===== config.mk =====
export PLATFORM = sky130hd
export DESIGN_NAME = cache_refill_ctrl
export DESIGN_NICKNAME = d
export VERILOG_FILES = /design/src/rtl/cache_pkg.sv /design/src/rtl/cache_word_seq.sv /design/src/rtl/cache_refill_ctrl.sv
export SDC_FILE = /design/constraint.sdc
export NUM_CORES = 1
export LEC_CHECK = 0
export BUFFER_PORTS_ARGS = -buffer_cell sky130_fd_sc_hd__buf_2
export CAP_MARGIN = 5
export CELL_PAD_IN_SITES_DETAIL_PLACEMENT = 0
export CELL_PAD_IN_SITES_GLOBAL_PLACEMENT = 1
export CORE_ASPECT_RATIO = 0.9
export CORE_MARGIN = 3
export CORE_UTILIZATION = 33
export DETAILED_ROUTE_END_ITERATION = 7
export PLACE_DENSITY_LB_ADDON = 0.1
export SYNTH_ARGS = -nofsm -noshare
export SYNTH_HDL_FRONTEND = slang
export SYNTH_SLANG_ARGS = --single-unit

===== constraint.sdc =====
create_clock -name clk -period 1.8 [get_ports clk]
set_input_delay 0.09 -clock clk [delete_from_list [all_inputs] [get_ports clk]]
set_output_delay 0.09 -clock clk [all_outputs]
set_load 0.01 [all_outputs]

===== src/rtl/cache_pkg.sv =====
// Shared geometry, sequencer states and address helpers for the data-cache miss path.
package cache_pkg;

  localparam int LINE_BYTES  = 32;
  localparam int OFFSET_BITS = $clog2(LINE_BYTES);
  localparam int WORDS       = LINE_BYTES / 4;
  localparam int IDX_W       = $clog2(WORDS);

  typedef enum logic [2:0] {
    IDLE,
    WB_RD,
    WB_CAP,
    WB_REQ,
    WB_ACK,
    RF_REQ,
    RF_ACK,
    COMMIT
  } state_t;

  // Helpers work on a 64-bit container so any address width up to 64 can use them.
  function automatic logic [63:0] line_base(input logic [63:0] addr, input int ofs);
    logic [63:0] mask;
    mask = ~((64'd1 << ofs) - 64'd1);
    return addr & mask;
  endfunction

  function automatic logic [63:0] word_addr(input logic [63:0] base, input int idx);
    return base + (64'(idx) << 2);
  endfunction

endpackage


===== src/rtl/cache_word_seq.sv =====
// Word index sequencer: loadable start index, wrap-around increment, last-word flag.
module cache_word_seq #(
  parameter  int WORDS_P = 8,
  localparam int IW      = $clog2(WORDS_P)
) (
  input  logic          clk,
  input  logic          reset_n,
  input  logic          load,
  input  logic [IW-1:0] start,
  input  logic          advance,
  output logic [IW-1:0] idx,
  output logic          last
);

  logic [IW-1:0] idx_q;
  logic [IW-1:0] cnt_q;

  // cnt_q counts words already stepped so "last" is independent of the start index.
  always_ff @(posedge clk or negedge reset_n) begin
    if (!reset_n) begin
      idx_q <= '0;
      cnt_q <= '0;
    end else if (load) begin
      idx_q <= start;
      cnt_q <= '0;
    end else if (advance) begin
      idx_q <= idx_q + 1'b1;
      cnt_q <= cnt_q + 1'b1;
    end
  end

  assign idx  = idx_q;
  assign last = (cnt_q == IW'(WORDS_P - 1));

endmodule


===== src/rtl/cache_refill_ctrl.sv =====
// Miss sequencer: optional dirty-victim writeback, critical-word-first refill with
// store merge, then a single-cycle tag/valid commit.
module cache_refill_ctrl
  import cache_pkg::*;
#(
  parameter  int BLOCK_SIZE = 32,
  parameter  int ADDR_W     = 32,
  parameter  int DATA_W     = 32,
  localparam int NWORDS     = BLOCK_SIZE / 4,
  localparam int OFS        = $clog2(BLOCK_SIZE),
  localparam int IW         = $clog2(NWORDS)
) (
  input  logic              clk,
  input  logic              reset_n,
  input  logic              miss_valid,
  output logic              miss_ready,
  input  logic [ADDR_W-1:0] miss_addr,
  input  logic              miss_we,
  input  logic [DATA_W-1:0] miss_wdata,
  input  logic              victim_dirty,
  input  logic [ADDR_W-1:0] victim_addr,
  output logic              wb_rd_en,
  output logic [IW-1:0]     wb_rd_idx,
  input  logic [DATA_W-1:0] wb_rd_data,
  output logic              mem_req_valid,
  input  logic              mem_req_ready,
  output logic              mem_req_we,
  output logic [ADDR_W-1:0] mem_req_addr,
  output logic [DATA_W-1:0] mem_req_wdata,
  input  logic              mem_resp_valid,
  input  logic [DATA_W-1:0] mem_resp_rdata,
  output logic              fill_en,
  output logic [IW-1:0]     fill_idx,
  output logic [DATA_W-1:0] fill_data,
  output logic              fill_tag_we,
  output logic              fill_dirty,
  output logic              miss_done,
  output logic [DATA_W-1:0] miss_rdata,
  output logic              protocol_err
);

  state_t            state_q, state_d;
  logic [ADDR_W-1:0] base_q, victim_q;
  logic [IW-1:0]     crit_q;
  logic              we_q;
  logic [DATA_W-1:0] store_q, wbdata_q, rdata_q;
  logic              perr_q;

  logic              seq_load, seq_adv, seq_last;
  logic [IW-1:0]     seq_start, seq_idx;
  logic              in_ack;

  assign in_ack = (state_q == WB_ACK) || (state_q == RF_ACK);

  cache_word_seq #(.WORDS_P(NWORDS)) u_seq (
    .clk     (clk),
    .reset_n (reset_n),
    .load    (seq_load),
    .start   (seq_start),
    .advance (seq_adv),
    .idx     (seq_idx),
    .last    (seq_last)
  );

  always_ff @(posedge clk or negedge reset_n) begin
    if (!reset_n) state_q <= IDLE;
    else          state_q <= state_d;
  end

  always_comb begin
    state_d       = state_q;
    seq_load      = 1'b0;
    seq_adv       = 1'b0;
    seq_start     = crit_q;
    miss_ready    = 1'b0;
    wb_rd_en      = 1'b0;
    wb_rd_idx     = '0;
    mem_req_valid = 1'b0;
    mem_req_we    = 1'b0;
    mem_req_addr  = '0;
    mem_req_wdata = '0;
    fill_en       = 1'b0;
    fill_idx      = '0;
    fill_data     = '0;
    fill_tag_we   = 1'b0;
    fill_dirty    = 1'b0;
    miss_done     = 1'b0;
    case (state_q)
      IDLE: begin
        miss_ready = 1'b1;
        if (miss_valid) begin
          seq_load  = 1'b1;
          seq_start = victim_dirty ? '0 : miss_addr[OFS-1:2];
          state_d   = victim_dirty ? WB_RD : RF_REQ;
        end
      end
      WB_RD: begin
        wb_rd_en  = 1'b1;
        wb_rd_idx = seq_idx;
        state_d   = WB_CAP;
      end
      WB_CAP: state_d = WB_REQ;
      WB_REQ: begin
        mem_req_valid = 1'b1;
        mem_req_we    = 1'b1;
        mem_req_addr  = ADDR_W'(word_addr(64'(victim_q), int'(seq_idx)));
        mem_req_wdata = wbdata_q;
        if (mem_req_ready) state_d = WB_ACK;
      end
      WB_ACK: begin
        // The refill loop reuses the sequencer, restarting it at the critical word.
        if (mem_resp_valid) begin
          if (seq_last) begin
            seq_load = 1'b1;
            state_d  = RF_REQ;
          end else begin
            seq_adv = 1'b1;
            state_d = WB_RD;
          end
        end
      end
      RF_REQ: begin
        mem_req_valid = 1'b1;
        mem_req_addr  = ADDR_W'(word_addr(64'(base_q), int'(seq_idx)));
        if (mem_req_ready) state_d = RF_ACK;
      end
      RF_ACK: begin
        if (mem_resp_valid) begin
          fill_en   = 1'b1;
          fill_idx  = seq_idx;
          fill_data = (we_q && (seq_idx == crit_q)) ? store_q : mem_resp_rdata;
          if (seq_last) begin
            state_d = COMMIT;
          end else begin
            seq_adv = 1'b1;
            state_d = RF_REQ;
          end
        end
      end
      COMMIT: begin
        fill_tag_we = 1'b1;
        fill_dirty  = we_q;
        miss_done   = 1'b1;
        state_d     = IDLE;
      end
      default: state_d = IDLE;
    endcase
  end

  // Request latch, victim word capture, critical-word capture and the sticky error flag.
  always_ff @(posedge clk or negedge reset_n) begin
    if (!reset_n) begin
      base_q   <= '0;
      victim_q <= '0;
      crit_q   <= '0;
      we_q     <= 1'b0;
      store_q  <= '0;
      wbdata_q <= '0;
      rdata_q  <= '0;
      perr_q   <= 1'b0;
    end else begin
      if (state_q == IDLE && miss_valid) begin
        base_q   <= ADDR_W'(line_base(64'(miss_addr), OFS));
        victim_q <= victim_addr;
        crit_q   <= miss_addr[OFS-1:2];
        we_q     <= miss_we;
        store_q  <= miss_wdata;
      end
      if (state_q == WB_CAP) wbdata_q <= wb_rd_data;
      if (fill_en && (seq_idx == crit_q)) rdata_q <= fill_data;
      if (mem_resp_valid && !in_ack) perr_q <= 1'b1;
    end
  end

  assign miss_rdata   = rdata_q;
  assign protocol_err = perr_q;

endmodule


==> results of run 1 <==
[how the worst max path moves through the flow]
stage | from | to | slack, ns | depth (start not counted)
after floorplan | u_seq.idx[2] | mem_req_addr[31] | -0.13 | 6
after global placement | u_seq.idx[0] | mem_req_addr[30] | -0.39 | 8
after detailed placement | u_seq.idx[0] | mem_req_addr[30] | -0.41 | 8
after CTS | u_seq.idx[0] | mem_req_addr[16] | -0.66 | 9
after global routing | victim_q[2] | mem_req_addr[24] | -0.77 | 9
final | victim_q[2] | mem_req_addr[24] | -0.66 | 9
[cell families (layout without fill, tap and decap cells)]
kind of cell	count (synthesis)	count (layout)	synth area share
buffers and inverters	63	634	0.0321
adders and majority gates	7	7	0.0111
muxes	98	98	0.120
DFF	169	169	0.496
and+or+nand+nor	494	494	0.252
xor gates and xnor gates	31	31	0.0318
AOI/OAI and AO/OA	86	86	0.0572
[stage by stage]
stage               hold slack, ns  instance area (sq um)
global placement            0.0754                  11100
detailed placement          0.0659                  11100
finish                      0.0767                  14800
global route                0.0976                  14800
CTS                         0.0374                  14200
floorplan                   -0.206                   8610
[power by group through the flow]
| stage | Sequential [mW] | Clock [mW] | Combinational [mW] |
|---|---|---|---|
| global route | 7.01 | 3.94 | 11.5 |
| finish | 6.80 | 3.68 | 10.5 |
| detailed placement | 6.73 | 0 | 8.05 |
| CTS | 6.69 | 3.79 | 9.89 |
| floorplan | 6.78 | 0 | 4.64 |
| global placement | 6.68 | 0 | 7.98 |
[flip-flops by register name, indices dropped and copies added, names as in the netlist]
signal        cells
u_seq.cnt_q       3
we_q              1
state_q           3
protocol_err      1
miss_rdata       32
victim_q         32
crit_q            3
base_q           27
store_q          32
wbdata_q         32
u_seq.idx         3
[cells in the mapped netlist (5+ instances only)]
| master | n |
|---|---|
| dfrtp_1 | 169 |
| mux2i_1 | 66 |
| and2_1 | 40 |
| a21oi_1 | 40 |
| o21ai_0 | 16 |
| and3_1 | 7 |
| xnor2_1 | 12 |
| inv_1 | 5 |
| clkbuf_1 | 30 |
| buf_2 | 21 |
| mux2_1 | 8 |
| nand2_1 | 320 |
| nand4_1 | 10 |
| o21ai_1 | 12 |
| xor2_1 | 19 |
| ha_1 | 6 |
| nand3_1 | 14 |
| nor2_1 | 79 |
| mux2_2 | 24 |
[critical path, cell delays in order (launching register included)]
cell	delay [ns]
dfrtp_1	0.40
ha_2	0.21
fa_2	0.35
a21o_1	0.19
nor4b_4	0.13
buf_6	0.15
nand3_1	0.13
xor2_2	0.18
o21ai_2	0.06
buf_2	0.14
[per-layer routing]
layer / wire length [um] / vias to the layer above
met5: 0 / -
met4: 310 / 0
met3: 2110 / 22
met2: 15400 / 267
met1: 15000 / 4159
li1: - / 4228
[layout make-up]
type / count / area (sq um) / area share
Clock buffer: 19 / 453 / 0.0306
Clock inverter: 13 / 123 / 0.00828
Inverter: 6 / 31.3 / 0.00211
Multi-Input combinational cell: 716 / 4500 / 0.304
Sequential cell: 169 / 4240 / 0.286
Tap cell: 342 / 428 / 0.0289
Timing Repair Buffer: 596 / 5040 / 0.340
[what timing repair did]
item,4_1_cts,5_1_grt
endpoints found under the setup margin,104,142
hold buffers,162,0
pin swaps,50,50
setup buffers,27,14
gates cloned,12,9
endpoints found under the hold margin,204,0
gates resized for setup,117,93
==> impl_metrics.yaml, run 1 <==
grt:
  antenna_found_initial: 0
  grt_pass1_vias: 8576
  grtUsageMet1: 0.293
  grt_pass1_wl_um: 47800
  grt.overflow.total: 0
  grt_busiest_layer: "met2"
  met2_usage: 0.361
  grtUsageMet3: 0.0558
  grtUsageTotal: 0.218
  grt_max_degree: 65
timing:
  setup_viol: 134
  min_period_ns: 2.46
  drv_slew: 0
  grt_setup_unrepaired: "yes"
  setup_tns_ns: -42.62
  max_freq_ghz: 0.407
  post-route-period-util: 1.37
  max_slew.worst_pin.slew_ns: 0.490
  timing.slew.headroom: 0.674
  fin_skew_ns: 0.0118
  hold_violations: 0
  fin_ws_ns: -0.659
power_and_ir_drop:
  powerDensity_mw_per_mm2: 1420
  ir_worst_vdd_mv: 0.722
  p_leak_nw: 7.61
  total_power_mw: 21.0
  p_seq_frac: 0.324
  swShare: 0.388
  internal_power_mw: 12.9
  combPwrFrac: 0.501
  clkPwrFrac: 0.175
  netSwitchingPower_mw: 8.14
floorplanning:
  start_util: 0.338
  rows: 55
  pin_count: 310
  die_w_um: 175
  core_sq_mm: 0.0253
  die-area_sq_mm: 0.0278
  die_h_um: 159
detailed_routing:
  vias: 8676
  wl_per_cell_um: 17.6
  first_iter_violations: 382
  drcViolationCount: 0
  drt_pass1_iterations: 4
  drtAntennaViolNets: 0
  via_per_inst: 4.66
  wl_um: 32800
yosys:
  yosysWarnings: 0
  synth-seq-area-share: 0.496
  synth_cell_type_count: 51
  syn_inst: 948
  syn_avg_cell_area_sq_um: 9.00
  synthTopCellsByArea: "dfrtp_1 (50%), nand2_1 (14%), mux2i_1 (7.7%)"
  ys_ff_latch: 169
  async_flop_share: 1.00
  syn_area_sq_mm: 0.00853
  synth_edf_count: 0
  synth_area_leader_cell: "dfrtp_1"
  synthesis.nets: 1122
  synth_ff_type: "dfrtp_1"
  synth_top_area_share: 0.496
finish:
  final_cell_mix: "nand2_1 (316), buf_2 (261), dfrtp_1 (162), dlygate4sd3_1 (162)"
  final_cell_count_no_fill: 1861
  fillerInstances: 2252
  layout.nets: 1680
  layout_commonest_cell: "nand2_1"
  area_growth_pct: 73.7
  fin_util: 0.587
  diodes: 0
  layout-drive-gt1-share: 0.404
clock_tree:
  htreeDepth: 4
  clock_path_buffers: 2
  cts_buffers: 17
  insertion_delay_ns: 0.43
  root_buffer: "clkbuf_16"
  cts_tree: "built"
  cts.clk_slew.worst_paths_ns: 0.07
  cts_num_sinks: 169
critical_path:
  worstPathMaxFanout: 8
  reg2reg_setup_slack_ns: -0.11
  reg2regPathDepth: 9
  cp.arrival_ns: 2.37
  crit_required_ns: 1.71
  rr_startpoint: "state_q[0]"
  worstSetupPathType: "reg2out"
  critPathLaunchType: "flop"
  r2r_end: "miss_rdata[8]"
  cp-end-kind: "primary output"
placement:
  post-place-cells: 1612
  place.gp.congestion: 0.786
  port_buffers: 307
  hpwlAfterDp_um: 19100
  dp_slack_ns: -0.413
min_path:
  min_to: "state_q[2]"
  min_path_type: "in2reg"
  whs_path_depth: 4
  hp-start: "victim_dirty"
run_status:
  violations: "setup timing"
  status: "finished, violations left"
run:
  cap_viol_max_count: 0
No activity file was read; power rests on OpenSTA's default activity.
==> run 2, diff against run 1 <==
--- a/config.mk
+++ b/config.mk
@@ -7,13 +7,11 @@
 export LEC_CHECK = 0
 export BUFFER_PORTS_ARGS = -buffer_cell sky130_fd_sc_hd__buf_2
 export CAP_MARGIN = 5
-export CELL_PAD_IN_SITES_DETAIL_PLACEMENT = 0
-export CELL_PAD_IN_SITES_GLOBAL_PLACEMENT = 1
 export CORE_ASPECT_RATIO = 0.9
 export CORE_MARGIN = 3
-export CORE_UTILIZATION = 33
+export CORE_UTILIZATION = 45
 export DETAILED_ROUTE_END_ITERATION = 7
-export PLACE_DENSITY_LB_ADDON = 0.1
+export PLACE_DENSITY = 0.77
 export SYNTH_ARGS = -nofsm -noshare
 export SYNTH_HDL_FRONTEND = slang
 export SYNTH_SLANG_ARGS = --single-unit
==> run 2 against run 1 <==
Compared with the run above: the run still ends with setup timing left; sequential power up 5.9%; via count increased by 12%; critical endpoint is now mem_req_addr[18]; highest routed layer unchanged; global-route usage grew 9.8 points; fmax decreased by 3.1%.
==> impl_metrics.yaml, run 2 (synthesized netlist as in run 1, its figures left out) <==
clock_tree:
  cts_buffers: 17
  cts.clk_slew.worst_paths_ns: 0.07
  cts_tree: "built"
  insertion_delay_ns: 0.43
  root_buffer: "clkbuf_16"
  htreeDepth: 4
  clock_path_buffers: 2
  cts_num_sinks: 169
critical_path:
  cp.depth: 10
  rr_startpoint: "u_seq.idx[1]"
  crit_required_ns: 1.71
  worstSetupPathType: "reg2out"
  cp.arrival_ns: 2.45
  slowest_stage: "dfrtp_1"
  cpPeakStageDelay_ns: 0.42
  cp_num_buf_inv: 3
  path_cells: "ha_4 > fa_2 > a21o_1 > nor4b_4 > buf_6 > buf_4 > nand3_2 > xor2_1 > o21ai_2 > buf_2"
  critPathLaunchType: "flop"
  worstPathMaxFanout: 8
  critPathLaunch: "u_seq.idx[0]"
  reg2regPathDepth: 15
  cp-end-kind: "primary output"
  crit_family: "adder cells"
grt:
  grt_pass1_wl_um: 51100
  grt_max_degree: 65
  grt_pass1_vias: 9729
  antenna_found_initial: 0
  grtUsageTotal: 0.316
  grt.overflow.total: 0
floorplanning:
  rows: 47
  die-area_sq_mm: 0.0207
  die_h_um: 137
  die_w_um: 151
  start_util: 0.461
  core_sq_mm: 0.0185
  pin_count: 310
timing:
  post-route-period-util: 1.41
  min_period_ns: 2.54
  hold_violations: 0
  fin_skew_ns: 0.0105
  setup_viol: 200
  max_freq_ghz: 0.394
  fin_ws_ns: -0.738
  timing.slew.headroom: 0.661
  drv_slew: 0
  grt_setup_unrepaired: "yes"
  max_slew.worst_pin.slew_ns: 0.509
power_and_ir_drop:
  swShare: 0.409
  p_seq_frac: 0.333
  combPwrFrac: 0.497
  internal_power_mw: 12.8
  netSwitchingPower_mw: 8.83
  clkPwrFrac: 0.170
  powerDensity_mw_per_mm2: 1490
  ir_worst_vdd_mv: 0.968
  total_power_mw: 21.6
  p_leak_nw: 7.51
finish:
  fillerInstances: 1018
  layout-drive-gt1-share: 0.409
  multi_input_area_sq_mm: 0.00462
  fin_util: 0.780
  final_cell_mix: "nand2_1 (316), buf_2 (291), dfrtp_1 (164)"
  layout.nets: 1666
  layout_commonest_cell: "nand2_1"
  area_growth_pct: 69.4
  seqCellArea_sq_mm: 0.00424
  diodes: 0
run_status:
  violations: "setup timing"
  status: "finished, violations left"
placement:
  hpwlAfterDp_um: 18300
  place.gp.congestion: 0.870
  port_buffers: 307
detailed_routing:
  vias: 9727
  drt_pass1_iterations: 5
  drcViolationCount: 0
  via_per_inst: 5.56
  drtAntennaViolNets: 0
  wl_um: 36300
  first_iter_violations: 614
  wl_per_cell_um: 20.8
min_path:
  whs_path_depth: 3
  min_path_type: "in2reg"
  hp-start: "mem_resp_rdata[31]"
run:
  cap_viol_max_count: 0
run 2: cell types whose count changed in the layout (fill, tap and decap cells not counted), sizes merged:
cell / delta
dlygate4sd3: -6
inv: -2
clkinv: +4
clkbuf: -4
buf: -6
clkinvlp: -1
bufbuf: +1
run 2: stage by stage:
step	hold slack, ns	area, sq um	setup WS (ns)	std cells	setup TNS (ns)
6_report	0.0395	14500	-0.738	1750	-52.65
5_1_grt	0.0324	14500	-0.793	1750	-66.91
4_1_cts	0.00526	13900	-0.685	1735	-41.80
3_5_place_dp	0.0812	10900	-0.318	1511	-5.38
3_3_place_gp	0.0715	10900	-0.263	1511	-3.30
2_1_floorplan	-0.206	8610	-0.135	948	-1.01
run 2: final cells by class:
| cell class | instances | area share |
|---|---|---|
| repair buffers | 582 | 0.323 |
| flip-flops and latches | 169 | 0.293 |
| clock inverters | 14 | 0.0105 |
| multi-input cells | 716 | 0.320 |
| inverters | 6 | 0.00225 |
| well taps | 245 | 0.0212 |
| clock buffers | 18 | 0.0304 |
run 2: worst reg2reg max path: stages (launching register included):
cell and delay, ns:
dfrtp_2 0.40, buf_4 0.15, buf_6 0.13, xnor2_4 0.12, buf_4 0.13, buf_4 0.12
buf_4 0.12, buf_4 0.12, buf_4 0.12, buf_4 0.12, nand3_2 0.08, nor2_4 0.05
buf_12 0.14, clkbuf_16 0.18, nor2_2 0.13, a21oi_1 0.05
run 2: metal layers:
metal / up-vias / wire [um] / GRT usage
li1: 4201 / - / -
met1: 4631 / 13100 / 0.377
met2: 711 / 17700 / 0.524
met3: 184 / 3520 / 0.0815
met4: 0 / 1910 / 0.173
met5: - / 0 / 0
run 2: repair_timing:
| item | CTS | global route |
|---|---|---|
| pin swaps | 38 | 26 |
| setup endpoints to repair | 103 | 233 |
| gates resized for setup | 90 | 93 |
| hold endpoints to repair | 218 | 0 |
| hold buffers | 156 | 0 |
| setup buffers | 28 | 9 |
| gates cloned | 8 | 6 |
run 2: power by group through the flow:
stage	combinational, mW	clock (mW)	sequential [mW]
3_3_place_gp	7.66	0	6.75
3_5_place_dp	7.90	0	6.82
5_1_grt	11.5	3.87	7.34
2_1_floorplan	4.64	0	6.78
4_1_cts	9.59	3.73	6.79
6_report	10.7	3.68	7.20
run 2: final timing paths:
kind	end	slack, ns
min in group asynchronous	store_q[15]	0.19
worst min register to register	protocol_err	0.47
worst min-delay path	miss_rdata[31]	0.04
worst max register to register	miss_rdata[22]	-0.47
worst max-delay path	mem_req_addr[18]	-0.74
max in group asynchronous	store_q[31]	0.96
==> run 3, diff against run 2 <==
--- a/config.mk
+++ b/config.mk
@@ -5,13 +5,13 @@
 export SDC_FILE = /design/constraint.sdc
 export NUM_CORES = 1
 export LEC_CHECK = 0
-export BUFFER_PORTS_ARGS = -buffer_cell sky130_fd_sc_hd__buf_2
 export CAP_MARGIN = 5
 export CORE_ASPECT_RATIO = 0.9
 export CORE_MARGIN = 3
-export CORE_UTILIZATION = 45
+export CORE_UTILIZATION = 50
 export DETAILED_ROUTE_END_ITERATION = 7
-export PLACE_DENSITY = 0.77
+export DONT_BUFFER_PORTS = 1
+export PLACE_DENSITY = 0.68
 export SYNTH_ARGS = -nofsm -noshare
 export SYNTH_HDL_FRONTEND = slang
 export SYNTH_SLANG_ARGS = --single-unit
==> run 3 against run 2 <==
Compared with the run above: sequential share of layout area up 2.8 points; fmax up 1.9%; wire length down 7.2%; first-iteration DRC count up 7.8%; sequential power up 3.3%; cell area down 8.7%; global-route usage down 1.4 points; the run ends with hold timing, setup timing left; die area down 9.6%; clock power up 7.6%; total power down 3.1%; utilization up 2.4 points; register-to-register slack better by 0.28 ns.
==> impl_metrics.yaml, run 3 (synthesized netlist as in run 1, its figures left out) <==
detailed_routing:
  wl_per_cell_um: 23.6
  drt_pass1_iterations: 6
  via_per_inst: 5.90
  wl_um: 33700
  drtAntennaViolNets: 0
  first_iter_violations: 662
  vias: 8407
  drcViolationCount: 0
timing:
  max_slew.worst_pin.slew_ns: 0.422
  timing.slew.headroom: 0.719
  drv_slew: 0
  max_freq_ghz: 0.402
  hold_violations: 169
  min_period_ns: 2.49
  setup_tns_ns: -31.47
  fin_skew_ns: 0.0149
  grt_setup_unrepaired: "yes"
  fin_ws_ns: -0.690
  post-route-period-util: 1.38
  setup_viol: 97
  hold_ws_ns: -0.644
critical_path:
  worstSetupPathType: "reg2out"
  crit_family: "buffers and inverters"
  path_cells: "buf_4 > fa_2 > a21o_1 > nor4b_4 > buf_6 > buf_4 > xnor2_2 > o21ai_1 > buf_4"
  worstPathMaxFanout: 3
  crit_required_ns: 1.71
  cp_common_cell: "buf_4"
  cp.arrival_ns: 2.40
  slowest_stage: "dfrtp_2"
  critPathLaunchType: "flop"
  cp.depth: 9
  cpPeakStageDelay_ns: 0.43
  cp_num_buf_inv: 4
  reg2regPathDepth: 10
  cp-end-kind: "primary output"
grt:
  grt.overflow.total: 0
  grt_pass1_wl_um: 43900
  grt_max_degree: 170
  grtUsageTotal: 0.302
  antenna_found_initial: 1
  grt_pass1_vias: 8120
power_and_ir_drop:
  ir_worst_vdd_mv: 0.958
  internal_power_mw: 12.6
  total_power_mw: 20.9
  netSwitchingPower_mw: 8.35
  p_seq_frac: 0.355
  swShare: 0.399
  p_leak_nw: 6.20
  powerDensity_mw_per_mm2: 1590
  clkPwrFrac: 0.189
  combPwrFrac: 0.455
finish:
  area_growth_pct: 54.7
  final_cell_count_no_fill: 1426
  layout_commonest_cell: "nand2_1"
  layout-drive-gt1-share: 0.293
  final_cell_mix: "nand2_1 (314), dfrtp_1 (163), dlygate4sd3_1 (163)"
  fillerInstances: 919
  layout.nets: 1379
clock_tree:
  cts_num_sinks: 169
  cts.clk_slew.worst_paths_ns: 0.07
  cts_buffers: 17
  cts_tree: "built"
  hold_buffers: 163
  insertion_delay_ns: 0.43
  root_buffer: "clkbuf_16"
  htreeDepth: 4
  clock_path_buffers: 2
placement:
  post-place-cells: 1180
  port_buffers: 0
  place.gp.congestion: 0.836
  hpwlAfterDp_um: 16400
floorplanning:
  core_sq_mm: 0.0164
  pin_count: 310
  rows: 44
  start_util: 0.520
  die_h_um: 130
  die_w_um: 144
  die-area_sq_mm: 0.0187
run_status:
  violations: "hold timing, setup timing"
  status: "finished, violations left"
min_path:
  min_path_type: "in2async"
run:
  cap_viol_max_count: 0
run 3: cell types whose count changed in the layout (fill, tap and decap cells not counted), moves of 5 or more:
| cell | change |
|---|---|
| and2_1 | -7 |
| buf_8 | -6 |
| a21oi_2 | +20 |
| nor2_1 | -8 |
| clkbuf_16 | +7 |
| dlygate4sd3_1 | +7 |
| buf_6 | -9 |
| buf_2 | -291 |
| buf_4 | +9 |
| nor2_2 | +6 |
| a21oi_1 | -20 |
| inv_8 | -5 |
| and2_4 | +6 |
run 3: path summary, 6_finish.rpt:
kind | slack (ns) | startpoint | endpoint
min in group clk | 0.03 | miss_valid | state_q[2]
worst max register to register | -0.19 | state_q[0] | miss_rdata[10]
worst min register to register | 0.48 | base_q[27] | base_q[27]
worst max-delay path | -0.69 | u_seq.idx[1] | mem_req_addr[16]
worst min-delay path | -0.64 | reset_n | miss_rdata[6]
max in group asynchronous | 2.11 | reset_n | we_q
run 3: repair_timing:
| action | 4_1_cts | 5_1_grt |
|---|---|---|
| pin swaps | 21 | 25 |
| setup endpoints to repair | 106 | 177 |
| setup buffers | 13 | 17 |
| resized for setup | 67 | 147 |
| hold endpoints to repair | 333 | 169 |
| cloned | 6 | 16 |
run 3: metrics by stage:
step | hold WS, ns | setup slack [ns] | cell area, sq um | util
2_1_floorplan | -0.206 | -0.135 | 8610 | -
3_3_place_gp | -0.200 | -0.244 | 9380 | 0.572
3_5_place_dp | -0.202 | -0.318 | 9380 | 0.572
4_1_cts | -0.671 | -0.623 | 12200 | 0.741
5_1_grt | -0.669 | -0.760 | 13200 | 0.805
6_report | -0.644 | -0.690 | 13200 | 0.805
run 3: power by group through the flow:
stage | sequential, mW | combinational (mW) | clock (mW)
detailed placement | 7.08 | 6.66 | 0
global placement | 7.03 | 6.47 | 0
global route | 7.58 | 10.3 | 4.16
finish | 7.44 | 9.54 | 3.96
floorplan | 6.78 | 4.64 | 0
CTS | 7.05 | 7.82 | 3.99
run 3: layout make-up:
cell class	count	area, sq um	area share
Inverter	6	45.0	0.00341
Sequential cell	169	4240	0.321
Clock inverter	14	194	0.0147
Clock buffer	18	429	0.0325
Antenna cell	1	2.50	0.000190
Tap cell	207	259	0.0196
Multi-Input combinational cell	717	4810	0.364
Timing Repair Buffer	294	3220	0.244
run 3: routing by layer:
layer,vias up,share of wire,GRT usage
li1,3623,-,-
met1,4102,0.37,0.381
met2,543,0.49,0.500
met3,139,0.10,0.0850
met4,0,0.044,0.112
met5,-,0,0
run 3: worst register-to-register path, stage by stage, from the launching register on:
cell and delay [ns]:
dfrtp_2 0.42, buf_6 0.12, nand2b_4 0.13, or2_4 0.30
buf_6 0.14, buf_6 0.10, nor2_4 0.14, buf_12 0.17
clkbuf_16 0.21, nor2_4 0.05, a21oi_2 0.13
